$ cat src/rtl/mux2_arb_ctrl.sv
// mux2_arb_ctrl: two-source round-robin arbiter driving a 2:1 mux select and a registered merged stream.
// Defining MUX2_ARB_FAIRNESS_EN enables the HOLD_MAX-beat grant limit with direct grant hand-over.
module mux2_arb_ctrl #(
    parameter int WIDTH    = 8,
    parameter int HOLD_MAX = 4
) (
    input  logic             clk,
    input  logic             rst_n,
    input  logic [WIDTH-1:0] in1,
    input  logic             in1_valid,
    output logic             in1_ready,
    input  logic [WIDTH-1:0] in2,
    input  logic             in2_valid,
    output logic             in2_ready,
    output logic             s,
    output logic [WIDTH-1:0] out,
    output logic             out_valid,
    input  logic             out_ready
);

    localparam int CW = $clog2(HOLD_MAX + 1);

`ifdef MUX2_ARB_FAIRNESS_EN
    localparam logic FAIR_EN = 1'b1;
`else
    localparam logic FAIR_EN = 1'b0;
`endif

    typedef enum logic [1:0] {
        IDLE   = 2'd0,
        GRANT1 = 2'd1,
        GRANT2 = 2'd2
    } state_t;

    state_t           state_q, state_d;
    logic             s_q, s_d;
    logic [WIDTH-1:0] out_q, out_d;
    logic             out_valid_q, out_valid_d;
    logic [1:0]       last_q, last_d;
    logic [CW-1:0]    cnt_q, cnt_d;

    logic             accept_s;
    logic             own_valid_s;
    logic             oth_valid_s;
    logic [WIDTH-1:0] own_data_s;
    logic             xfer_s;
    logic [CW-1:0]    cnt_inc_s;

    assign accept_s  = out_ready | ~out_valid_q;
    assign in1_ready = (state_q == GRANT1) & accept_s;
    assign in2_ready = (state_q == GRANT2) & accept_s;
    assign xfer_s    = own_valid_s & accept_s;
    assign cnt_inc_s = (cnt_q == CW'(HOLD_MAX)) ? cnt_q : cnt_q + CW'(1);

    // Route the current owner's (and the other source's) handshake signals.
    always_comb begin
        own_valid_s = 1'b0;
        oth_valid_s = 1'b0;
        own_data_s  = {WIDTH{1'b0}};
        case (state_q)
            GRANT1: begin
                own_valid_s = in1_valid;
                oth_valid_s = in2_valid;
                own_data_s  = in1;
            end
            GRANT2: begin
                own_valid_s = in2_valid;
                oth_valid_s = in1_valid;
                own_data_s  = in2;
            end
            default: begin
                own_valid_s = 1'b0;
                oth_valid_s = 1'b0;
                own_data_s  = {WIDTH{1'b0}};
            end
        endcase
    end

    // Grant FSM next state plus output-register and bookkeeping updates.
    always_comb begin
        state_d     = state_q;
        s_d         = s_q;
        out_d       = out_q;
        out_valid_d = out_valid_q;
        last_d      = last_q;
        cnt_d       = cnt_q;

        if (xfer_s) begin
            out_d       = own_data_s;
            out_valid_d = 1'b1;
            cnt_d       = cnt_inc_s;
            last_d      = (state_q == GRANT2) ? 2'd2 : 2'd1;
        end else if (accept_s) begin
            out_valid_d = 1'b0;
        end else begin
            out_valid_d = out_valid_q;
        end

        case (state_q)
            IDLE: begin
                // On a tie the source that was not served last wins.
                if (in1_valid & (~in2_valid | (last_q != 2'd1))) begin
                    state_d = GRANT1;
                    s_d     = 1'b0;
                    cnt_d   = {CW{1'b0}};
                end else if (in2_valid) begin
                    state_d = GRANT2;
                    s_d     = 1'b1;
                    cnt_d   = {CW{1'b0}};
                end else begin
                    state_d = IDLE;
                end
            end
            GRANT1, GRANT2: begin
                if (FAIR_EN & xfer_s & (cnt_inc_s == CW'(HOLD_MAX)) & oth_valid_s) begin
                    state_d = (state_q == GRANT1) ? GRANT2 : GRANT1;
                    s_d     = ~s_q;
                    cnt_d   = {CW{1'b0}};
                end else if (!own_valid_s) begin
                    state_d = IDLE;
                end else begin
                    state_d = state_q;
                end
            end
            default: begin
                state_d = IDLE;
            end
        endcase
    end

    // State and output registers.
    always_ff @(posedge clk or negedge rst_n) begin
        if (!rst_n) begin
            state_q     <= IDLE;
            s_q         <= 1'b0;
            out_q       <= {WIDTH{1'b0}};
            out_valid_q <= 1'b0;
            last_q      <= 2'd2;
            cnt_q       <= {CW{1'b0}};
        end else begin
            state_q     <= state_d;
            s_q         <= s_d;
            out_q       <= out_d;
            out_valid_q <= out_valid_d;
            last_q      <= last_d;
            cnt_q       <= cnt_d;
        end
    end

    assign s         = s_q;
    assign out       = out_q;
    assign out_valid = out_valid_q;

endmodule

$ cat config.mk
export PLATFORM = sky130hd
export DESIGN_NAME = mux2_arb_ctrl
export DESIGN_NICKNAME = d
export VERILOG_FILES = /design/src/rtl/mux2_arb_ctrl.sv
export SDC_FILE = /design/constraint.sdc
export NUM_CORES = 1
export LEC_CHECK = 0
export BUFFER_PORTS_ARGS = -buffer_cell sky130_fd_sc_hd__buf_4
export CAP_MARGIN = 20
export CORE_ASPECT_RATIO = 0.9
export CORE_MARGIN = 5
export CORE_UTILIZATION = 40
export CTS_CLUSTER_DIAMETER = 30
export DETAILED_ROUTE_END_ITERATION = 7
export PLACE_DENSITY = 0.7
export SYNTH_ARGS = -nofsm -noshare
export SYNTH_HDL_FRONTEND = slang
export SYNTH_SLANG_ARGS = --single-unit
$ cat constraint.sdc
create_clock -name clk -period 1.8 [get_ports clk]
set_input_delay 0.27 -clock clk [delete_from_list [all_inputs] [get_ports clk]]
set_output_delay 0.27 -clock clk [all_outputs]
set_load 0.005 [all_outputs]
**Word-level counts from Yosys, hierarchy flattened**

Index checks and enable logic that the tools add are counted.

- Multiplexer cells: 11
- Equal/unequal tests: 4
- Bitwise operators: 8
- Reduce and logical (&&, ||, !) cells: 5

Operators with widths:

| cell | number |
|---|---|
| one-hot mux 8 bit (2 select lines) | 1 |
| two-way mux 2 bit | 4 |
| bitwise AND 1 bit | 4 |
| two-way mux 1 bit | 4 |
| one-hot mux 2 bit (2 select lines) | 1 |
| nonzero test 2 bit | 2 |
| equality test 2 x 1 -> 1 bit, second input constant | 1 |
| equality test 2 bit, second input constant | 1 |
| logical NOT 2 bit | 1 |
| != test 2 x 1 -> 1 bit, second input constant | 1 |
| != test 2 bit, second input constant | 1 |
| inverter 1 bit | 2 |
| bitwise OR 1 bit | 2 |
| one-hot mux 1 bit (2 select lines) | 1 |
| AND reduction 2 bit | 1 |
| OR reduction 2 bit | 1 |

- Flip-flop bits (word level): 14
- Output and inout port bits: 12
- Input bits: 21
- Logic and storage cells: 33

**Longest topological paths before layout**

Gate-level depths: netlist (run 1).

- Depth after elaboration: 5
- Gate-level depth with buffers: 6
- Gate-level depth less buffers: 5

**Least setup slack after synthesis (run 1)**

No wires, ideal clock.

- Path type: flip-flop to flip-flop
- Start point: reg state_q[1]
- End point: reg out_q[0] (netlist: out[0])
- Setup slack: 0.256 ns
- Required time: 1.675 ns
- Setup time: 0.125 ns
- Path buffers: 1
- Stages on the path, launching flop included: 7
- Clock period less this slack: 1.544 ns
- Data arrival time: 1.420 ns
- Cell sequence: dfrtp_1 > inv_1 > ha_1 > buf_6 > a22o_4 > nand3_4 > mux2_2

- Word-level cells in the longest chain between the ends: 3
- Elaborated cells between the ends (all ways): 5
- Those cells by class: eq/ne (2); mux (2); bitwise (1)

Ends and longest elaborated chain:

| what | line | text |
|---|---|---|
| start: declaration | 35 | `state_t state_q, state_d;` |
| start signal: assignment | 141 | `state_q <= state_d;` |
| equality test 2 bit / equality test 2 x 1 -> 1 bit (equally long branches) | 60 | `case (state_q)` |
| one-hot mux 1 bit (2 select lines) | 60 |  |
| bitwise AND 1 bit | 52 | `assign xfer_s = own_valid_s & accept_s;` |
| end signal: assignment | 136 | `out_q <= {WIDTH{1'b0}};` |
| end signal: assignment | 143 | `out_q <= out_d;` |
| end: declaration | 37 | `logic [WIDTH-1:0] out_q, out_d;` |

Several ways; a longest one is shown, not always the timed one.
A chain may end at the register's enable or synchronous reset.

**Worst setup path after layout (run 1)**

- Start point: reg state_q[0]
- End point: out in2_ready

- Word-level cells in the longest chain between the ends: 2

Ends and longest elaborated chain:

| what | line | text |
|---|---|---|
| equality test 2 bit | 51 | `assign in2_ready = (state_q == GRANT2) & accept_s;` |
| bitwise AND 1 bit | 51 |  |
| end: declaration | 14 | `output logic in2_ready,` |

No other way between the ends.

==> results_dict.tcl, run 1 <==
set metrics [dict create \
    gp_congestion 0.712 \
    grt_max_degree 15 \
    cts_setup_buffers 0 \
    cts.sinks 14 \
    diodes 0 \
    synth-simple-area-share_pct 7.89 \
    synth_compound_area_share_pct 14.6 \
    power_frac_clock_pct 12.7 \
    post-route-cell-area_um2 1030 \
    r2r-start "state_q[0]" \
    whs_path_depth 3 \
    synth-xor-area-share_pct 0 \
    rows 14 \
    r2r_setup_slack_ns 0.22 \
    powerDensity_nw_per_um2 1410 \
    yosysWarnings 0 \
    r2r-end "out[0]" \
    synth_top_area_cell "dfrtp_1" \
    via_per_inst 4.68 \
    htree_levels 1 \
    drt-initial-drc-count 3 \
    synth-seq-area-share_pct 48.2 \
    core_area_um2 1700 \
    status "complete, no violations" \
    numCtsBuffers 3 \
    fin_worst_hold_slack_ns 0.321 \
    mostFrequentLayoutCell "buf_4" \
    wl_um 1530 \
    ys_ff_latch 14 \
    seq_area_um2 352 \
    wl_per_cell_um 13.1 \
    tightest_slew_ns 0.350 \
    cts_max_path_buffers 2 \
    synth_top_family_by_area "multiplexers" \
    setup-tns-final_ns 0 \
    finalCritPeriodShare_pct 95.0 \
    syn_nets 82 \
    dr.pass1.iters 2 \
    synth_area_leaders "dfrtp_1 (45%), mux2_2 (17%), a22o_1 (9.6%), ha_1 (6.9%), dfstp_2 (3.6%)" \
    r2r_cells 5 \
    critPathKind "register to output pin" \
    finalMaxSlewViolations 0 \
    startpoint "state_q[0]" \
    arrival_ns 1.44 \
    top_level_ports 33 \
    max-cap-violations 0 \
    p_sw_share_pct 32.8 \
    skew_ns 0.00376 \
    synthAdderAreaFrac_pct 6.86 \
    layout_common_cells "buf_4 (33), dfrtp_1 (13), mux2_2 (11), a22o_1 (8)" \
    intPower_mw 0.975 \
    die_width_um 55.0 \
    netlist_area_um2 729 \
    grt_pass1_wl_um 2550 \
    clk_pin_slew_ns 0.08 \
    ys_types 17 \
    synthMuxAreaShare_pct 18.4 \
    pwr-share-comb_pct 50.7 \
    tritoncts "built" \
    dp_hpwl_um 1240 \
    required_ns 1.53 \
    area_growth_syn_to_layout_pct 41.0 \
    overflow 0 \
    peakVddDrop_uv 866 \
    portBuffers 32 \
    hp-class "primary input to register" \
    crit_end "in2_ready" \
    drive_gt1_share_pct 53.8 \
    setup_violations 0 \
    synth_top_area_share_pct 44.6 \
    slew_headroom_pct 76.7 \
    antenna_left 0 \
    fmax_mhz 585 \
    fp.dieH_um 50.5 \
    grt_antenna_before_repair 0 \
    grt_use_total_pct 12.8 \
    ctsRootBufferMaster "clkbuf_4" \
    setup.worst_path.end_class "output pin" \
    syn_inst 57 \
    startpoint_type "register" \
    dieArea_um2 2780 \
    p_seq_share_pct 36.6 \
    switchingPower_mw 0.477 \
    min_period_ns 1.71 \
    path_max_fanout 9 \
    vias 547 \
    grt_pass1_vias 583 \
    drc 0 \
    hold_violations 0 \
    rsz0062_at_grt "no" \
    syn_avg_cell_area_um2 12.8 \
    num-nets-final 119 \
    place_area_um2 992 \
    cellLeakagePower_nw 0.547 \
    insertion_delay_ns 0.28 \
    nFillCells 134 \
    initial_utilization_pct 42.9 \
    multi_input_area_um2 348 \
]
sequential cells by signal (all words and copies together), names as in the netlist:
| signal | count |
|---|---|
| out | 8 |
| last_q | 2 |
| state_q | 2 |
| out_valid | 1 |
| s | 1 |
through the flow:
step                instances  utilization, %  power (mW)  worst slack (ns)
global placement          112            58.4        1.28             0.245
finish                    117            60.5        1.45            0.0897
global route              117            60.5        1.58            0.0109
detailed placement        112            58.4        1.29             0.211
floorplan                  57               -       0.993             0.256
CTS                       117            60.5        1.48            0.0663
repair_timing:
| action | 4_1_cts | 5_1_grt |
|---|---|---|
| endpoints found under the hold margin | 13 | 0 |
| gates resized for setup | 0 | 0 |
| hold buffers | 1 | 0 |
| setup endpoints to repair | 0 | 0 |
synthesized netlist by cell type, drive strengths merged:
master,n
mux2,11
clkbuf,1
a21oi,1
dfstp,1
and2,2
ha,4
buf,1
inv,4
nand2b,2
a22o,9
nand2,4
mux2i,1
dfrtp,13
a31oi,1
a21o,1
nand3,1
area by class of cell:
cell class | instances | area share (%)
Tap cell | 24 | 2.92
Inverter | 4 | 1.46
Timing Repair Buffer | 34 | 25.1
Clock buffer | 4 | 2.55
Multi-Input combinational cell | 37 | 33.8
Sequential cell | 14 | 34.2
power by group through the flow:
stage / Clock (mW) / Sequential (mW) / Combinational, mW
floorplan: 0 / 0.535 / 0.458
global placement: 0 / 0.538 / 0.737
detailed placement: 0 / 0.538 / 0.752
CTS: 0.192 / 0.534 / 0.753
global route: 0.205 / 0.549 / 0.823
finish: 0.184 / 0.531 / 0.736
worst min path at each step:
stage | from | to | slack [ns]
finish | in1[4] | out[4] | 0.32
global route | in1[4] | out[4] | 0.33
CTS | in1[4] | out[4] | 0.31
detailed placement | rst_n | s | 0.13
global placement | rst_n | s | 0.13
floorplan | rst_n | last_q[0] | -0.03
kinds of logic after synthesis:
kind of cell	after synthesis
AO/OA/AOI/OAI	12
adder cells (fa/ha/maj)	4
buffers and inverters	6
flip-flops	14
multiplexers	12
AND/OR/NAND/NOR	9
critical path, cell delays in order, from the launching register on:
cell	delay, ns
dfrtp_1	0.39
inv_1	0.10
ha_1	0.37
and2_1	0.18
buf_4	0.10
routing by layer:
metal	GRT usage [%]	up-vias	routed length (µm)
met5	0	-	0
met1	17.3	246	687
met2	18.7	21	708
met3	5.33	3	120
li1	-	277	-
met4	3.64	0	18
No activity file was read; power rests on OpenSTA's default activity.
==> run 2, diff against run 1 <==
- ABC_AREA: unset -> 1
- PLACE_DENSITY: 0.7 -> 0.68
==> results_dict.tcl, run 2 <==
set metrics [dict create \
    status "complete, no violations" \
    path_max_fanout 7 \
    drive_gt1_share_pct 38.0 \
    finalCritPeriodShare_pct 93.7 \
    cts_max_path_buffers 2 \
    largest_register_ffs 8 \
    die_width_um 58.1 \
    hp-class "primary input to register" \
    setup.worst_path.end_class "output pin" \
    powerDensity_nw_per_um2 1470 \
    synth_top_area_share_pct 39.1 \
    ys_types 15 \
    arrival_ns 1.42 \
    ctsRootBufferMaster "clkbuf_4" \
    via_per_inst 4.50 \
    cts_setup_buffers 0 \
    dieArea_um2 3090 \
    clk_pin_slew_ns 0.09 \
    insertion_delay_ns 0.28 \
    cellLeakagePower_nw 0.616 \
    overflow 0 \
    dp.cells 157 \
    gp_congestion 0.724 \
    synth-seq-area-share_pct 42.3 \
    layout_common_cells "nand2_1 (42), buf_4 (34), inv_1 (16), dfrtp_1 (13), o21ai_2 (10)" \
    vias 729 \
    synth_edf_count 0 \
    min_period_ns 1.69 \
    synth_commonest_cells "nand2_1 (42), inv_1 (16), dfrtp_1 (13), o21ai_2 (10), ha_1 (4)" \
    synthAdderAreaFrac_pct 6.02 \
    ys_dominant_reg_cell "dfrtp_1" \
    hold_start "in1_valid" \
    synth_top_family_by_area "simple AND/OR/NAND/NOR gates" \
    worstHoldEndpoint "state_q[1]" \
    tightest_slew_ns 0.303 \
    yosysMostFrequentCell "nand2_1" \
    fp.dieH_um 53.3 \
    whs_path_depth 4 \
    cts.sinks 14 \
    r2r_cells 7 \
    numCtsBuffers 3 \
    startpoint_type "register" \
    fmax_mhz 593 \
    r2r-end "out[1]" \
    peakVddDrop_uv 691 \
    portBuffers 32 \
    fin_ws_ns 0.113 \
    yosysWarnings 0 \
    diodes 0 \
    grt_pass1_vias 735 \
    finalMaxSlewViolations 0 \
    area_growth_syn_to_layout_pct 35.5 \
    ys_ff_latch 14 \
    htree_levels 1 \
    dr.pass1.iters 2 \
    synth_area_leaders "dfrtp_1 (39%), nand2_1 (19%), o21ai_2 (11%), inv_1 (7.2%), ha_1 (6.0%)" \
    hold_violations 0 \
    synthMuxAreaShare_pct 0 \
    syn_nets 127 \
    dp_hpwl_um 1470 \
    r2r-start "state_q[1]" \
    synth_top_area_cell "dfrtp_1" \
    power_mw 1.66 \
    syn_inst 102 \
    synth-xor-area-share_pct 0 \
    grt_max_degree 21 \
    wl_per_cell_um 11.5 \
    grt_antenna_before_repair 0 \
    rsz0062_at_grt "no" \
    netlist_area_um2 832 \
    rows 15 \
    antenna_left 0 \
    drt-initial-drc-count 4 \
    tritoncts "built" \
    critPathKind "register to output pin" \
    synth-simple-area-share_pct 26.5 \
    num-nets-final 163 \
    syn_avg_cell_area_um2 8.16 \
    drc 0 \
    top_level_ports 33 \
    skew_ns 0.00366 \
    final_cell_count_no_fill 162 \
    grt_use_total_pct 14.2 \
    fin_util_pct 57.8 \
    synth_compound_area_share_pct 13.5 \
    r2r_setup_slack_ns 0.24 \
    required_ns 1.53 \
    post-place-ws_ns 0.222 \
    max-cap-violations 0 \
    setup-tns-final_ns 0 \
    wl_um 1860 \
    ys_async_sr_fraction_pct 100 \
    slew_headroom_pct 79.8 \
    setup_violations 0 \
    initial_utilization_pct 42.6 \
    core_area_um2 1950 \
    grt_pass1_wl_um 3170 \
    mostFrequentLayoutCell "nand2_1" \
]
[run 2: per-stage QoR]
step	hold WS, ns	cell area, µm²
2_1_floorplan	-0.0256	832
3_5_place_dp	0.131	1080
3_3_place_gp	0.131	1080
4_1_cts	0.308	1130
5_1_grt	0.326	1130
6_report	0.306	1130
[run 2: logic make-up after synthesis]
family	Yosys count
adders and majority gates	4
AOI/OAI and AO/OA	14
and+or+nand+nor	50
buffers and inverters	20
DFF	14
[run 2: metal layers]
layer / vias up / GRT usage (%) / part of all wire [%]
met5: - / 0 / 0
met4: 0 / 9.27 / 2.7
met3: 5 / 3.41 / 5.4
met2: 21 / 23.3 / 48
met1: 327 / 16.5 / 44
li1: 376 / - / -
[run 2: how the worst max path moves through the flow]
| stage | start | endpoint | slack (ns) | cells past startpoint |
|---|---|---|---|---|
| after detailed placement | state_q[1] | out[6] | 0.22 | 7 |
| after global placement | state_q[1] | out[1] | 0.30 | 7 |
| after floorplan | state_q[0] | in2_ready | 0.50 | 5 |
| final | state_q[1] | in1_ready | 0.11 | 5 |
| after CTS | state_q[1] | in1_ready | 0.08 | 5 |
| after global routing | state_q[1] | in1_ready | 0.03 | 5 |
[run 2: what timing repair did]
action / CTS / global route
gates resized for setup: 0 / 0
endpoints found under the hold margin: 13 / 0
setup endpoints to repair: 0 / 0
hold buffers: 1 / 0
[run 2: cell type report]
class / count / area [µm²]
clock buffer: 4 / 36.3
fill: 200 / 825
multi-input combinational: 68 / 383
sequential: 14 / 352
tap: 25 / 31.3
inverter: 16 / 60.1
timing repair buffer: 35 / 265
[run 2: critical path, cell delays in order (launching register included)]
cell	delay, ns
dfrtp_1	0.42
inv_1	0.09
ha_1	0.33
inv_1	0.07
nor2_1	0.11
buf_4	0.12
[run 2: power breakdown]
group	switching (mW)	total, mW	internal [mW]
logic	0.474	0.885	0.411
clock network	0.110	0.233	0.123
registers	0.0840	0.541	0.457
==> run 3, diff against run 2 <==
- CORE_MARGIN: 5 -> 2
- GPL_TIMING_DRIVEN: unset -> 0
==> results_dict.tcl, run 3 (synthesis results as in run 2) <==
set metrics [dict create \
    status "complete, no violations" \
    cp_slowest_cell "dfrtp_1" \
    nFillCells 180 \
    gp_congestion 0.643 \
    die_width_um 52.1 \
    grt_pass1_vias 635 \
    r2r_cells 8 \
    mostFrequentLayoutCell "nand2_1" \
    initial_utilization_pct 43.0 \
    drive_gt1_share_pct 39.1 \
    dp_hpwl_um 1300 \
    drc 0 \
    vias 721 \
    clk_pin_slew_ns 0.08 \
    cellLeakagePower_nw 0.622 \
    critPathMaxStageDelay_ns 0.41 \
    path_max_fanout 8 \
    post-place-ws_ns 0.185 \
    dieArea_um2 2460 \
    cp_cell_sequence "inv_1 > ha_2 > inv_1 > nor2_1 > buf_4" \
    setup.worst_path.end_class "output pin" \
    numCtsBuffers 3 \
    grt_use_total_pct 16.5 \
    critPathKind "register to output pin" \
    insertion_delay_ns 0.28 \
    dr.pass1.iters 4 \
    htree_levels 1 \
    portBuffers 32 \
    dp.cells 159 \
    grt_pass1_wl_um 2860 \
    overflow 0 \
    rsz0062_at_grt "yes" \
    num-nets-final 164 \
    powerDensity_nw_per_um2 1460 \
    min_period_ns 1.69 \
    post-route-cell-area_um2 1150 \
    cpMostUsedCell "inv_1" \
    top_level_ports 33 \
    hp-class "primary input to register" \
    grt_antenna_before_repair 0 \
    fin_worst_hold_slack_ns 0.297 \
    finalMaxSlewViolations 0 \
    hold_violations 0 \
    place_area_um2 1100 \
    whs_path_depth 4 \
    setup-tns-final_ns 0 \
    fp.dieH_um 47.3 \
    antenna_left 0 \
    largest_register_ffs 8 \
    startpoint_type "register" \
    power_mw 1.68 \
    wl_per_cell_um 10.8 \
    ctsRootBufferMaster "clkbuf_4" \
    drt-initial-drc-count 12 \
    max-cap-violations 0 \
    finalCritPeriodShare_pct 93.7 \
    arrival_ns 1.42 \
    cts.sinks 14 \
    diodes 0 \
    area_growth_syn_to_layout_pct 38.0 \
    setup_violations 0 \
    fmax_mhz 593 \
    layout_common_cells "nand2_1 (42), buf_4 (32), inv_1 (16), dfrtp_1 (13), o21ai_2 (10)" \
    fin_ws_ns 0.113 \
    final_cell_count_no_fill 163 \
    slew_headroom_pct 86.0 \
    tritoncts "built" \
    peakVddDrop_uv 742 \
    fin_util_pct 59.4 \
    skew_ns 0.00156 \
    rows 15 \
    wl_um 1760 \
    tightest_slew_ns 0.210 \
    cts_max_path_buffers 2 \
    via_per_inst 4.42 \
    grt_max_degree 15 \
    required_ns 1.53 \
    core_area_um2 1930 \
]
-- run 3: worst paths after layout --
check                      slack (ns)    endpoint        from
setup reg to reg                 0.38      out[7]  state_q[0]
hold / removal                   0.30  state_q[1]   in1_valid
setup / recovery                 0.11   in2_ready  state_q[0]
hold reg to reg                  0.48   last_q[1]   last_q[1]
max in group asynchronous        1.20   last_q[1]       rst_n
min in group asynchronous        0.37      out[2]       rst_n
-- run 3: repair_timing --
item                                   4_1_cts  5_1_grt
cloned                                       0        0
setup buffers                                0        0
resized for setup                            1        0
pin swaps                                    0        0
endpoints found under the hold margin       13        0
setup endpoints to repair                    1        1
hold buffers                                 1        0
-- run 3: final cells by class --
type	instances	area, µm²	share of cell area, %
buffer	3	33.8	2.94
clock buffer	4	36.3	3.16
inverter	16	60.1	5.23
multi-input combinational	68	385	33.6
sequential	14	352	30.6
tap	25	31.3	2.72
timing repair buffer	33	250	21.8
-- run 3: worst max-delay path, delay by kind of cell, from the launching register on --
family	cells	cell delay, ns
flip-flops	1	0.41
adder cells (fa/ha/maj)	1	0.29
AND/OR/NAND/NOR	1	0.11
buffers and inverters	3	0.32
-- run 3: metal layers --
layer  GRT usage (%)  vias to the layer above  wire length (µm)
met1            21.9                      313               797
met5               0                        -                 0
met4            9.47                        0                36
met3            2.87                        4               112
li1                -                      380                 -
met2            25.8                       24               814
-- run 3: power breakdown --
group	total [mW]	switching (mW)	internal, mW
sequential	0.544	0.0864	0.457
clock	0.226	0.103	0.123
combinational	0.912	0.477	0.435
